--- config.mk ---
export PLATFORM = sky130hd
export DESIGN_NAME = cordic_req_sched_flat
export DESIGN_NICKNAME = d
export VERILOG_FILES = /design/src/rtl/cordic_req_sched_if.sv /design/src/rtl/cordic_req_sched.sv /design/src/flat_wrapper.sv
export SDC_FILE = /design/constraint.sdc
export NUM_CORES = 1
export LEC_CHECK = 0
export CELL_PAD_IN_SITES_DETAIL_PLACEMENT = 1
export CELL_PAD_IN_SITES_GLOBAL_PLACEMENT = 1
export CORE_MARGIN = 8
export CORE_UTILIZATION = 33
export CTS_CLUSTER_DIAMETER = 30
export DETAILED_ROUTE_END_ITERATION = 10
export GPL_TIMING_DRIVEN = 0
export PLACE_DENSITY_LB_ADDON = 0.08
export SYNTH_ARGS = -nofsm -noshare
export SYNTH_HDL_FRONTEND = slang
export SYNTH_SLANG_ARGS = --single-unit
--- constraint.sdc ---
create_clock -name clk -period 4.57 [get_ports clk]
set_clock_uncertainty 0.05 [all_clocks]
set_input_delay 0.6855 -clock clk [delete_from_list [all_inputs] [get_ports clk]]
set_output_delay 0.6855 -clock clk [all_outputs]
set_load 0.01 [all_outputs]
--- src/rtl/cordic_req_sched_if.sv ---
// cordic_req_sched_if: requester-side request/response bundle for the CORDIC scheduler
interface cordic_req_sched_if #(
  parameter int N_REQ = 4,
  parameter int DATA_WIDTH = 16,
  parameter int ID_W = (N_REQ > 2) ? $clog2(N_REQ) : 1
);
  logic [N_REQ-1:0] req_valid;
  logic [N_REQ*DATA_WIDTH-1:0] req_angle;
  logic [N_REQ-1:0] req_ready;
  logic [N_REQ-1:0] rsp_valid;
  logic [N_REQ-1:0] rsp_ready;
  logic [DATA_WIDTH-1:0] rsp_cos;
  logic [DATA_WIDTH-1:0] rsp_sin;
  logic [ID_W-1:0] rsp_id;
  logic rsp_err;
  modport master (
    output req_valid, req_angle, rsp_ready,
    input req_ready, rsp_valid, rsp_cos, rsp_sin, rsp_id, rsp_err
  );
  modport slave (
    input req_valid, req_angle, rsp_ready,
    output req_ready, rsp_valid, rsp_cos, rsp_sin, rsp_id, rsp_err
  );
endinterface

--- src/rtl/cordic_req_sched.sv ---
// cordic_req_sched: round-robin sharing of one CORDIC engine among N_REQ requesters
module cordic_req_sched #(
  parameter int N_REQ = 4,
  parameter int DATA_WIDTH = 16,
  parameter int TIMEOUT_CYC = 64
) (
  input  logic                  clk,
  input  logic                  rst_n,
  cordic_req_sched_if.slave     bus,
  output logic                  core_start,
  output logic [DATA_WIDTH-1:0] core_angle,
  input  logic [DATA_WIDTH-1:0] core_x,
  input  logic [DATA_WIDTH-1:0] core_y,
  input  logic                  core_done,
  output logic                  busy,
  output logic [7:0]            timeout_cnt
);
  localparam int ID_W = (N_REQ > 2) ? $clog2(N_REQ) : 1;
  localparam int CW = $clog2(TIMEOUT_CYC + 1);
  typedef enum logic [1:0] {S_IDLE, S_LAUNCH, S_WAIT, S_RESP} state_t;
  state_t state, state_n;
  logic [ID_W-1:0] rr_ptr, id, win;
  logic [ID_W:0] jj;
  logic found, done_prev, done_edge, wd_hit, ack;
  logic [CW-1:0] wd;
  logic [DATA_WIDTH-1:0] angle, cos_r, sin_r;
  logic err_r;
  logic [N_REQ-1:0] rsp_valid_r, id_onehot;
  logic [7:0] tcnt;
  // only a fresh rising edge of done counts, so a done left high by a prior op is ignored
  assign done_edge = core_done & ~done_prev;
  assign wd_hit = wd == CW'(TIMEOUT_CYC - 1);
  assign ack = bus.rsp_ready[id];
  assign id_onehot = N_REQ'(1) << id;
  assign core_angle = angle;
  assign timeout_cnt = tcnt;
  assign bus.rsp_valid = rsp_valid_r;
  assign bus.rsp_cos = cos_r;
  assign bus.rsp_sin = sin_r;
  assign bus.rsp_id = id;
  assign bus.rsp_err = err_r;
  // round-robin scan starting at rr_ptr, wrapping modulo N_REQ
  always_comb begin
    found = 1'b0;
    win = '0;
    jj = '0;
    for (int k = 0; k < N_REQ; k++) begin
      jj = {1'b0, rr_ptr} + (ID_W+1)'(k);
      jj = (jj >= (ID_W+1)'(N_REQ)) ? jj - (ID_W+1)'(N_REQ) : jj;
      if (!found && bus.req_valid[jj[ID_W-1:0]]) begin
        found = 1'b1;
        win = jj[ID_W-1:0];
      end
    end
  end
  // next-state and control outputs; grants are suppressed while reset is held
  always_comb begin
    state_n = state;
    bus.req_ready = '0;
    core_start = state == S_LAUNCH;
    busy = state != S_IDLE;
    case (state)
      S_IDLE: begin
        state_n = found ? S_LAUNCH : S_IDLE;
        bus.req_ready = (found && rst_n) ? N_REQ'(1) << win : '0;
      end
      S_LAUNCH: state_n = S_WAIT;
      S_WAIT: state_n = (done_edge || wd_hit) ? S_RESP : S_WAIT;
      S_RESP: state_n = ack ? S_IDLE : S_RESP;
      default: state_n = S_IDLE;
    endcase
  end
  // state register
  always_ff @(posedge clk or negedge rst_n)
    if (!rst_n) state <= S_IDLE;
    else state <= state_n;
  // datapath: latch request, run watchdog, capture result, advance round-robin pointer
  always_ff @(posedge clk or negedge rst_n)
    if (!rst_n) begin
      rr_ptr <= '0;
      id <= '0;
      angle <= '0;
      done_prev <= 1'b0;
      wd <= '0;
      cos_r <= '0;
      sin_r <= '0;
      err_r <= 1'b0;
      rsp_valid_r <= '0;
      tcnt <= '0;
    end else begin
      done_prev <= core_done;
      case (state)
        S_IDLE: if (found) begin
          angle <= bus.req_angle[win*DATA_WIDTH +: DATA_WIDTH];
          id <= win;
        end
        S_LAUNCH: wd <= '0;
        S_WAIT: if (done_edge) begin
          cos_r <= core_x;
          sin_r <= core_y;
          err_r <= 1'b0;
          rsp_valid_r <= id_onehot;
        end else if (wd_hit) begin
          cos_r <= '0;
          sin_r <= '0;
          err_r <= 1'b1;
          rsp_valid_r <= id_onehot;
          tcnt <= (&tcnt) ? tcnt : tcnt + 8'd1;
        end else wd <= wd + 1'b1;
        S_RESP: if (ack) begin
          rsp_valid_r <= '0;
          rr_ptr <= (id == ID_W'(N_REQ - 1)) ? '0 : id + 1'b1;
        end
        default: ;
      endcase
    end
endmodule

--- src/flat_wrapper.sv ---
// flat-port wrapper written by rule: the top's interface ports become plain ports
module cordic_req_sched_flat 
#(
  parameter int N_REQ = 4,
  parameter int DATA_WIDTH = 16,
  parameter int TIMEOUT_CYC = 64
)
  (clk, rst_n, core_start, core_angle, core_x, core_y, core_done, busy, timeout_cnt, bus_req_valid, bus_req_angle, bus_rsp_ready, bus_req_ready, bus_rsp_valid, bus_rsp_cos, bus_rsp_sin, bus_rsp_id, bus_rsp_err);
  cordic_req_sched_if #(.N_REQ(N_REQ), .DATA_WIDTH(DATA_WIDTH)) bus_i ();
  input  logic clk;
  input  logic rst_n;
  output logic core_start;
  output logic [DATA_WIDTH-1:0] core_angle;
  input  logic [DATA_WIDTH-1:0] core_x;
  input  logic [DATA_WIDTH-1:0] core_y;
  input  logic core_done;
  output logic busy;
  output logic [7:0] timeout_cnt;
  input wire logic [$bits(bus_i.req_valid)-1:0] bus_req_valid;
  input wire logic [$bits(bus_i.req_angle)-1:0] bus_req_angle;
  input wire logic [$bits(bus_i.rsp_ready)-1:0] bus_rsp_ready;
  output wire logic [$bits(bus_i.req_ready)-1:0] bus_req_ready;
  output wire logic [$bits(bus_i.rsp_valid)-1:0] bus_rsp_valid;
  output wire logic [$bits(bus_i.rsp_cos)-1:0] bus_rsp_cos;
  output wire logic [$bits(bus_i.rsp_sin)-1:0] bus_rsp_sin;
  output wire logic [$bits(bus_i.rsp_id)-1:0] bus_rsp_id;
  output wire logic [$bits(bus_i.rsp_err)-1:0] bus_rsp_err;
  assign bus_i.req_valid = bus_req_valid;
  assign bus_i.req_angle = bus_req_angle;
  assign bus_i.rsp_ready = bus_rsp_ready;
  assign bus_req_ready = bus_i.req_ready;
  assign bus_rsp_valid = bus_i.rsp_valid;
  assign bus_rsp_cos = bus_i.rsp_cos;
  assign bus_rsp_sin = bus_i.rsp_sin;
  assign bus_rsp_id = bus_i.rsp_id;
  assign bus_rsp_err = bus_i.rsp_err;
  cordic_req_sched #(.N_REQ(N_REQ), .DATA_WIDTH(DATA_WIDTH), .TIMEOUT_CYC(TIMEOUT_CYC)) u_core (.clk(clk), .rst_n(rst_n), .bus(bus_i), .core_start(core_start), .core_angle(core_angle), .core_x(core_x), .core_y(core_y), .core_done(core_done), .busy(busy), .timeout_cnt(timeout_cnt));
endmodule
==> flow_metrics.py <==
metrics = {
    "synth": {
        "synth_area_um2": 3697,
        "synth_edf_count": 0,
        "synth_seq_cells": 75,
        "netlist_top_cells_count": "75 x dfrtp_1, 33 x a22o_1, 29 x nand2_1, 20 x nor2_1, 16 x a21oi_1",
        "syn_area_per_cell_um2": 11.00,
        "ys_seq_area_share_pct": 50.76,
        "yosysTopAreaCell": "dfrtp_1",
        "async_flop_share_pct": 100.0,
        "synth.most_common_cell": "dfrtp_1",
        "synthTopCellsByArea": "dfrtp_1 51%, a22o_1 7.8%, mux2_2 4.6%",
        "netlist-cell-type-count": 54,
        "yosys_warnings": 0,
        "syn_inst": 336,
        "syn_nets": 453,
        "synth_top_cell_area_share_pct": 50.76,
        "ys.flop_type": "dfrtp_1",
    },
    "pwr": {
        "p_per_area_nw_per_um2": 570.3,
        "pwr-share-clk_pct": 17.2,
        "seqPwrFrac_pct": 33.0,
        "p_comb_share_pct": 49.8,
        "swShare_pct": 36.39,
        "worst_ir_drop_vdd_mv": 0.2614,
        "total_power_mw": 3.334,
        "switching_power_mw": 1.213,
        "p_leak_nw": 2.498,
        "p_int_mw": 2.121,
    },
    "cts": {
        "cts_buffers": 9,
        "clock_sinks": 75,
        "post-cts-setup-buffer-count": 0,
        "h-tree-depth": 3,
        "cts_root_buffer": "clkbuf_8",
        "cts_buffer_depth": 2,
        "clkTransAtPathRegs_ns": 0.09,
        "cts_tree": "done",
        "cts_resized": 0,
        "holdBufCountCts": 0,
        "clk_latency_ns": 0.35,
    },
    "placed_design": {
        "post_dp_cell_area_um2": 5629,
        "gp_congestion": 0.7683,
        "port_buffers": 173,
        "dp_cells": 650,
        "dp_hpwl_um": 10240,
        "place_ws_ns": 0.9328,
    },
    "setup_path": {
        "endpoint": "bus_req_ready[0]",
        "critPathRequiredTime_ns": 3.83,
        "critPathKind": "primary input to output port",
        "r2r-start": "u_core.state[0]",
        "critPathLaunch": "bus_req_valid[2]",
        "rr_endpoint": "u_core.bus.rsp_sin[9]",
        "path_max_fanout": 10,
        "r2r_slack_ns": 2.21,
        "ff2ff_path_depth": 7,
        "startpoint_type": "primary input",
        "worstPathArrival_ns": 2.92,
        "crit_path_end_kind": "output port",
    },
    "layout": {
        "utilization_pct": 53.69,
        "syn2layout_area_growth_pct": 58.11,
        "final_nets": 638,
        "design_area_um2": 5846,
        "antenna_cells": 0,
        "multi_input_area_um2": 1684,
        "layout.cells.non_filler": 666,
        "drive_gt1_share_pct": 8.745,
        "nFillCells": 1174,
        "seq_area_um2": 1877,
    },
    "die": {
        "die_width_um": 121.9,
        "core_area_um2": 10890,
        "std_cell_rows": 38,
        "start_util_pct": 33.96,
        "die_h_um": 121.9,
        "boundaryPins": 176,
        "die-area_um2": 14850,
    },
    "drt": {
        "ant_nets": 0,
        "vias": 3465,
        "routed_wl_um": 13100,
        "wl_per_cell_um": 19.67,
        "drc": 0,
        "firstDrtPassIters": 5,
        "drt-initial-drc-count": 179,
        "vias_per_cell": 5.203,
    },
    "run": {
        "drv_cap": 0,
    },
    "grt": {
        "antenna_found_initial": 0,
        "grt_max_degree": 69,
        "grt_pass1_vias": 3940,
        "gr-usage-all-layers_pct": 17.60,
        "gr-total-overflow": 0,
        "grt_pass1_wl_um": 20530,
    },
    "sta": {
        "hold_ws_ns": 0.1228,
        "slew_violations": 0,
        "min_period_over_period_pct": 79.99,
        "worst_pin_slew_ns": 0.8185,
        "final.setup.tns_ns": 0,
        "max_slew_margin_pct": 44.72,
        "fin_ws_ns": 0.9146,
        "finalHoldViolCount": 0,
        "max_freq_ghz": 0.2736,
        "setup_viol": 0,
        "grt_setup_unrepaired": "false",
        "period_minus_slack_ns": 3.655,
    },
    "status": {
        "status": "finished clean",
    },
    "worst_hold_path": {
        "hold_class": "primary input to async pin",
    },
}
==> placed cells by master, fill, tap and decap left out, types with 3 or more instances in the layout <==
cell,netlist,final
a21boi_0,4,4
a21oi_1,16,16
a221o_1,3,3
a221oi_1,13,13
a22o_1,33,33
and3_1,7,7
buf_1,3,3
buf_2,3,3
clkbuf_1,14,15
clkbuf_8,0,9
clkdlybuf4s50_1,0,172
dfrtp_1,75,75
ha_1,10,10
inv_1,11,11
mux2_2,15,15
mux2i_1,3,3
nand2_1,29,29
nand2b_1,4,4
nand3_1,8,8
nor2_1,20,20
nor2b_1,3,3
o21ai_0,9,9
o22a_1,3,3
o2bb2ai_1,4,4
o31ai_1,4,4
xnor2_1,7,7
==> power by group through the flow <==
stage / clock [mW] / sequential [mW] / combinational (mW)
2_1_floorplan: 0 / 1.20 / 0.695
5_1_grt: 0.614 / 1.14 / 1.81
6_report: 0.573 / 1.10 / 1.66
3_5_place_dp: 0 / 1.11 / 1.68
3_3_place_gp: 0 / 1.10 / 1.65
4_1_cts: 0.593 / 1.10 / 1.69
==> area by class of cell <==
class	count	share of cell area [%]
clock inverters	6	1.520
clock buffers	10	2.183
inverters	11	0.7063
well taps	140	2.997
repair buffers	174	30.05
plain buffers	22	1.627
multi-input cells	228	28.81
flip-flops and latches	75	32.11
==> critical path: stages <==
cell,delay [ns]
clkdlybuf4s50_1,0.52
a211o_1,0.31
nand3_1,0.22
clkbuf_1,0.41
and3_1,0.21
clkdlybuf4s50_1,0.56
==> registers in the layout, summed over array words and instances, names as in the netlist <==
| signal | flops |
|---|---|
| u_core.timeout_cnt | 8 |
| u_core.bus.rsp_id | 2 |
| u_core.bus.rsp_err | 1 |
| u_core.done_prev | 1 |
| u_core.rr_ptr | 2 |
| u_core.state | 2 |
| u_core.bus.rsp_cos | 16 |
| u_core.core_angle | 16 |
| u_core.wd | 7 |
| u_core.bus.rsp_sin | 16 |
| u_core.bus.rsp_valid | 4 |
==> per-layer routing <==
| layer | global-route usage (%) | part of all wire [%] | vias up |
|---|---|---|---|
| li1 | - | - | 1615 |
| met2 | 30.37 | 51 | 97 |
| met1 | 19.92 | 40 | 1743 |
| met3 | 6.617 | 7.7 | 10 |
| met5 | 0 | 0 | - |
| met4 | 4.934 | 1.2 | 0 |
==> cell families (layout without fill, tap and decap cells) <==
| logic type | count (synthesis) | count (layout) | synth area share (%) |
|---|---|---|---|
| AO/OA/AOI/OAI | 108 | 108 | 23.42 |
| XOR/XNOR | 8 | 8 | 1.895 |
| adder cells (fa/ha/maj) | 10 | 10 | 3.384 |
| buffers and inverters | 33 | 223 | 3.688 |
| flip-flops | 75 | 75 | 50.76 |
| multiplexers | 19 | 19 | 5.990 |
| AND/OR/NAND/NOR | 83 | 83 | 10.86 |
==> worst min-delay path by stage <==
stage / from / slack (ns) / cells past startpoint / end
2_1_floorplan: rst_n / 0.34 / 0 / u_core.bus.rsp_cos[0]
3_3_place_gp: u_core.bus.rsp_cos[11] / 0.42 / 2 / u_core.bus.rsp_cos[11]
3_5_place_dp: u_core.timeout_cnt[6] / 0.43 / 1 / u_core.timeout_cnt[6]
4_1_cts: rst_n / 0.11 / 1 / u_core.bus.rsp_cos[11]
5_1_grt: rst_n / 0.11 / 1 / u_core.bus.rsp_cos[11]
6_report: rst_n / 0.12 / 1 / u_core.bus.rsp_cos[11]
Note: power is estimated with default switching activity, not from simulation.
